File: src/rtl/mips_pkg.sv
// Shared fetch-stage types and constants.
// Latency: n/a (package only).
// Backpressure: n/a (package only).
package mips_pkg;

    localparam int                 INSTR_W   = 32;
    localparam logic [31:0]        PC_INC    = 32'd4;
    // MIPS "sll $0,$0,0"
    localparam logic [INSTR_W-1:0] NOP_INSTR = 32'h0000_0000;

    typedef enum logic [1:0] {
        IDLE = 2'd0,
        REQ  = 2'd1,
        HOLD = 2'd2
    } fetch_state_e;

    // Force a fetch target onto a word boundary.
    function automatic logic [31:0] word_align(input logic [31:0] addr);
        return {addr[31:2], 2'b00};
    endfunction

endpackage

File: src/rtl/if_fetch_unit.sv
// Instruction fetch: owns the PC, issues one outstanding imem request, feeds IF/ID.
// Latency: captured word appears on instruction/pc_plus4/valid one edge after imem_ready.
// Backpressure: stall freezes outputs; a word returning under stall parks in a 1-entry skid.
//
// Ports: clock/reset (async, active-high); stall, redirect, redirect_pc from decode/execute;
// imem_req/imem_addr/imem_ready/imem_rdata to instruction memory;
// instruction/pc_plus4/valid to the IF/ID register.
// Optional macro FETCH_PERF_CNT_EN adds fetch_count and stall_count outputs.
module if_fetch_unit
    import mips_pkg::*;
#(
    parameter logic [31:0]        RESET_PC  = 32'h0000_0000,
    parameter logic [INSTR_W-1:0] NOP_INSTR = mips_pkg::NOP_INSTR
) (
    input  logic               clock,
    input  logic               reset,
    input  logic               stall,
    input  logic               redirect,
    input  logic [31:0]        redirect_pc,
    output logic               imem_req,
    output logic [31:0]        imem_addr,
    input  logic               imem_ready,
    input  logic [INSTR_W-1:0] imem_rdata,
    output logic [INSTR_W-1:0] instruction,
    output logic [31:0]        pc_plus4,
    output logic               valid
`ifdef FETCH_PERF_CNT_EN
    ,
    output logic [31:0]        fetch_count,
    output logic [31:0]        stall_count
`endif
);

    fetch_state_e       state_q, state_d;
    logic [31:0]        fetch_pc_q, fetch_pc_d;
    logic [INSTR_W-1:0] instr_q, instr_d;
    logic [31:0]        pc4_q, pc4_d;
    logic               valid_q, valid_d;
    logic               kill_q, kill_d;
    logic [31:0]        target_q, target_d;
    logic               skid_vld_q, skid_vld_d;
    logic [INSTR_W-1:0] skid_instr_q, skid_instr_d;
    logic [31:0]        skid_pc4_q, skid_pc4_d;
    logic [31:0]        pc_inc;
    logic               capture;

    assign pc_inc  = fetch_pc_q + PC_INC;
    // A live word accepted from memory; killed or redirected returns do not count.
    assign capture = (state_q == REQ) && imem_ready && !kill_q && !redirect;

    // State resets to IDLE asynchronously, so the request drops with reset.
    assign imem_req    = (state_q == REQ);
    assign imem_addr   = fetch_pc_q;
    assign instruction = instr_q;
    assign pc_plus4    = pc4_q;
    assign valid       = valid_q;

    always_comb begin
        state_d      = state_q;
        fetch_pc_d   = fetch_pc_q;
        instr_d      = instr_q;
        pc4_d        = pc4_q;
        valid_d      = valid_q;
        kill_d       = kill_q;
        target_d     = target_q;
        skid_vld_d   = skid_vld_q;
        skid_instr_d = skid_instr_q;
        skid_pc4_d   = skid_pc4_q;

        if (redirect) begin
            valid_d    = 1'b0;
            instr_d    = NOP_INSTR;
            skid_vld_d = 1'b0;
            if ((state_q == REQ) && !imem_ready) begin
                // Address must stay stable until the pending word returns;
                // remember where to go and drop that word when it lands.
                kill_d   = 1'b1;
                target_d = word_align(redirect_pc);
            end else begin
                kill_d     = 1'b0;
                fetch_pc_d = word_align(redirect_pc);
                state_d    = REQ;
            end
        end else begin
            // Downstream consumed the current word; without a new one, go invalid.
            if (!stall) begin
                valid_d = 1'b0;
                instr_d = NOP_INSTR;
            end
            case (state_q)
                IDLE: state_d = REQ;
                REQ: begin
                    if (imem_ready && kill_q) begin
                        kill_d     = 1'b0;
                        fetch_pc_d = target_q;
                    end else if (capture) begin
                        fetch_pc_d = pc_inc;
                        if (stall) begin
                            skid_vld_d   = 1'b1;
                            skid_instr_d = imem_rdata;
                            skid_pc4_d   = pc_inc;
                            state_d      = HOLD;
                        end else begin
                            instr_d = imem_rdata;
                            pc4_d   = pc_inc;
                            valid_d = 1'b1;
                        end
                    end
                end
                HOLD: begin
                    if (!stall) begin
                        instr_d    = skid_instr_q;
                        pc4_d      = skid_pc4_q;
                        valid_d    = skid_vld_q;
                        skid_vld_d = 1'b0;
                        state_d    = REQ;
                    end
                end
                default: state_d = IDLE;
            endcase
        end
    end

    always_ff @(posedge clock or posedge reset) begin
        if (reset) begin
            state_q      <= IDLE;
            fetch_pc_q   <= RESET_PC;
            instr_q      <= NOP_INSTR;
            pc4_q        <= '0;
            valid_q      <= 1'b0;
            kill_q       <= 1'b0;
            target_q     <= '0;
            skid_vld_q   <= 1'b0;
            skid_instr_q <= NOP_INSTR;
            skid_pc4_q   <= '0;
        end else begin
            state_q      <= state_d;
            fetch_pc_q   <= fetch_pc_d;
            instr_q      <= instr_d;
            pc4_q        <= pc4_d;
            valid_q      <= valid_d;
            kill_q       <= kill_d;
            target_q     <= target_d;
            skid_vld_q   <= skid_vld_d;
            skid_instr_q <= skid_instr_d;
            skid_pc4_q   <= skid_pc4_d;
        end
    end

`ifdef FETCH_PERF_CNT_EN
    logic [31:0] fetch_cnt_q, stall_cnt_q;

    always_ff @(posedge clock or posedge reset) begin
        if (reset) begin
            fetch_cnt_q <= '0;
            stall_cnt_q <= '0;
        end else begin
            if (capture)
                fetch_cnt_q <= fetch_cnt_q + 32'd1;
            if (stall && valid_q)
                stall_cnt_q <= stall_cnt_q + 32'd1;
        end
    end

    assign fetch_count = fetch_cnt_q;
    assign stall_count = stall_cnt_q;
`endif

endmodule

File: config.mk
export PLATFORM = sky130hd
export DESIGN_NAME = if_fetch_unit
export DESIGN_NICKNAME = d
export VERILOG_FILES = /design/src/rtl/mips_pkg.sv /design/src/rtl/if_fetch_unit.sv
export SDC_FILE = /design/constraint.sdc
export NUM_CORES = 1
export LEC_CHECK = 0
export ABC_CLOCK_PERIOD_IN_PS = 8260
export BUFFER_PORTS_ARGS = -buffer_cell sky130_fd_sc_hd__buf_2
export CORE_MARGIN = 10
export CORE_UTILIZATION = 44
export DETAILED_ROUTE_END_ITERATION = 16
export HOLD_SLACK_MARGIN = 0.1
export PLACE_DENSITY = 0.65
export SYNTH_ARGS = -nofsm -noshare
export SYNTH_HDL_FRONTEND = slang
export SYNTH_SLANG_ARGS = --single-unit
File: constraint.sdc
create_clock -name clock -period 8.26 [get_ports clock]
set_clock_uncertainty 0.1 [all_clocks]
set_input_delay 2.478 -clock clock [delete_from_list [all_inputs] [get_ports clock]]
set_output_delay 2.478 -clock clock [all_outputs]
set_load 0.03 [all_outputs]
==> summary.txt <==
Finish
  • Layout fillers: 1,863
  • Nets: 1,085
  • Area Overhead vs Synth: 17.1%
  • Design area: 10,700 um2
  • Final design utilization: 52.7%
  • Antenna Cells: 0
  • Share of cells above drive strength 1: 28.0%
  • Non-filler cells in the finished layout: 1,294

STA
  • Final hold vios: 0
  • RSZ-0062 raised after global routing: false
  • Setup-failing EPs final: 0
  • Sum Neg Setup Slack: 0 ns
  • Final min period: 5.22 ns
  • Final worst-path cycle share: 63.2%
  • Max Fclk: 192 MHz
  • Worst-Margin Slew: 0.998 ns
  • Fin Hold WS: 0.379 ns
  • Post-route setup slack: 3.04 ns
  • Rel. slew slack: 33.5%
  • Final Max Slew Viols: 0

Global routing
  • Vias in the first global route: 7,341
  • Initial antenna violation count: 0
  • Largest net degree at the start of global routing: 126
  • First-pass GRT wire length: 39.9 mm
  • Global Route Usage Sum: 18.4%
  • GRT Residual Overflow: 0

Placement
  • Final Wtd Congestion: 0.791
  • Placed instance area: 10,100 um2
  • Placed Cells: 1,262
  • HPWL Detailed: 16.4 mm
  • Pre-CTS WS: 2.61 ns
  • Port buffer count: 160

Floorplanning
  • Full die area: 27,000 um2
  • Starting Density: 45.0%
  • Die Wd: 164 um
  • Row cnt: 52
  • Chip height: 164 um
  • IO Pins: 167
  • Core Area: 20,400 um2

Clocking
  • Clock transition at path regs: 0.07 ns
  • Clock Tree Root: clkbuf_16
  • CTS tree: built
  • H-Tree Level Count: 4
  • Hold buffer count at cts: 0
  • Postcts setup bufs: 0
  • Total CTS buffers: 17
  • Clock Path Buffers: 2
  • Clk sinks: 189
  • Clock latency on the worst-skew pair: 0.43 ns
  • Post-CTS Resized: 0

Route
  • Routed len/inst: 19.2 um
  • DRT iter0 DRCs: 563
  • Via count: 7,270
  • Via density: 5.62
  • DRC errors left: 0
  • 1st-pass router iterations: 5
  • Remaining antenna violation count: 0
  • Total Routed Length: 24.8 mm

Worst setup path
  • Critical path class: in -> reg
  • CP arrival: 5.44 ns
  • Critical path peak fanout: 89
  • CP startpoint kind: input pin
  • CP top delay family: buffers and inverters
  • Data required time at the worst endpoint: 8.48 ns
  • CP peak stage delay: 0.79 ns
  • Critical path endpoint category: flop
  • Cell chain of the critical path: buf_2 > a21o_1 > nor2_4 > buf_4 > nand2_4 > mux2_2
  • Critical path buffers and inverters: 2
  • Critical-path top delay cell: nand2_4

Power and ir drop
  • Overall power: 4.05 mW
  • Pwr/cell area: 378 nW/um2
  • Peak supply drop: 182 uV
  • Static leakage: 4.89 nW

Synthesis
  • Seq/Total Area, Yosys: 51.6%
  • Post-Synthesis Cells: 894
  • Synth Cell Area: 9170 um2
  • Synth Warn #: 0
  • Number of synthesized flops with an enable pin: 0
  • Async SR Flop Fraction: 100%
  • Register bit count reported by yosys: 189
  • Synth unique cells: 62
  • Synthesized area per cell: 10.3 um2
  • Main synth FF type: dfrtp_1

Worst hold path
  • Type of the worst min-delay path: reg -> reg

Job
  • Max cap viols: 0

Run status
  • Status: finished, final reports clean
[cells in the final DEF (no fill, tap or decap), types with 3 or more instances in the layout]
cell type and n:
clkinvlp_4 4, clkinv_4 3, o21a_1 5, dfrtp_1 189
nand2_1 101, xnor2_1 23, nor3_2 6, a22oi_1 33
o22a_1 4, a31oi_1 10, bufinv_16 4, or3_1 7
xor2_1 4, mux2_2 63, and2_1 3, a211oi_1 3
a221oi_1 6, mux2i_1 6, nor2_1 71, o21ai_0 78
o211ai_1 3, nand4_1 6, a22o_1 33, buf_4 9
buf_2 160, a21oi_1 41, a311oi_1 6, conb_1 4
nand3_1 17, nor3_1 10, and3_1 14, o221ai_1 11
inv_1 12, and4_1 6, nand2b_1 5, clkbuf_16 17
ha_1 4
[final timing paths]
path	from	end	slack, ns	cells after the start
worst max-delay path	redirect	skid_instr_q[27]$_DFFE_PP0P_	3.04	6
worst min-delay path	skid_pc4_q[19]$_DFFE_PP0P_	skid_pc4_q[19]$_DFFE_PP0P_	0.38	2
worst max register to register	state_q[1]$_DFFE_PP0P_	skid_instr_q[27]$_DFFE_PP0P_	4.60	8
worst min register to register	skid_pc4_q[19]$_DFFE_PP0P_	skid_pc4_q[19]$_DFFE_PP0P_	0.38	2
max in group asynchronous	reset	skid_pc4_q[24]$_DFFE_PP0P_	4.51	3
min in group asynchronous	reset	pc_plus4[27]$_DFFE_PP0P_	2.14	2
[synth_stat cells (3+ instances only)]
master    count  area share (%)
o22a_1        4            0.38
mux2i_1       7            0.76
buf_2        19             1.0
nand3_1      17            0.93
nor3_1       10            0.55
a22o_1       33             3.2
o221ai_1     11             1.1
nand2b_1      5            0.34
nor3_2        6            0.66
a22oi_1      33             2.7
o21ai_0      78             4.3
o21a_1        5            0.41
nand2_1     102             4.2
o211ai_1      3            0.25
a31oi_1      10            0.68
and4_1        6            0.57
buf_4         7            0.57
xnor2_1      23             2.2
and2_1        3            0.20
clkbuf_1     40             1.6
nand4_1       6            0.41
dfrtp_1     189              52
or3_1         7            0.48
and3_1       14            0.96
a21oi_1      42             2.3
a211oi_1      3            0.25
nor2_1       71             2.9
xor2_1        4            0.38
ha_1          5            0.68
buf_1         7            0.29
a221oi_1      6            0.57
inv_1        13            0.53
a311oi_1      6            0.57
mux2_2       63             7.7
[tightest hold or removal path: cells and delay by family (launching register included)]
family           cells  cell delay [ns]
flip-flops           1             0.34
AO/OA/AOI/OAI        1             0.06
AND/OR/NAND/NOR      1             0.04
[kinds of logic (layout without fill, tap and decap cells)]
kind of cell | count (synthesis) | in the layout | synth area share (%)
compound gates | 248 | 248 | 17.9
fa+ha+maj | 5 | 5 | 0.683
buf+inv | 87 | 214 | 4.12
mux | 70 | 70 | 8.51
xor+xnor | 27 | 27 | 2.58
simple gates | 267 | 267 | 14.6
other cells | 1 | 4 | 0.0409
flops | 189 | 189 | 51.6
[per-layer routing]
metal | vias up | GRT usage (%) | routed length, um
met5 | - | 0 | 0
met4 | 0 | 5.85 | 427
met3 | 28 | 4.73 | 1520
met2 | 189 | 29.8 | 11900
met1 | 3624 | 23.7 | 10900
li1 | 3429 | - | -
[where the power goes]
part	internal, mW	switching (mW)
logic	0.562	0.991
clock network	0.526	0.364
registers	1.31	0.304
[sequential cells by signal (all words and copies together), names as in the netlist]
| signal | flops |
|---|---|
| skid_instr_q | 32 |
| kill_q | 1 |
| state_q | 2 |
| pc_plus4 | 30 |
| skid_vld_q | 1 |
| imem_addr | 30 |
| target_q | 30 |
| valid | 1 |
| instruction | 32 |
| skid_pc4_q | 30 |
[area by class of cell]
type                    instances  area, um2  area share (%)
inverters                      13       56.3           0.524
multi-input cells             621       4100            38.2
clock buffers                  20        457            4.25
clock inverters                12        185            1.72
repair buffers                169        868            8.09
well taps                     270        338            3.15
flip-flops and latches        189       4730            44.1
Note: power is estimated with default switching activity, not from simulation.
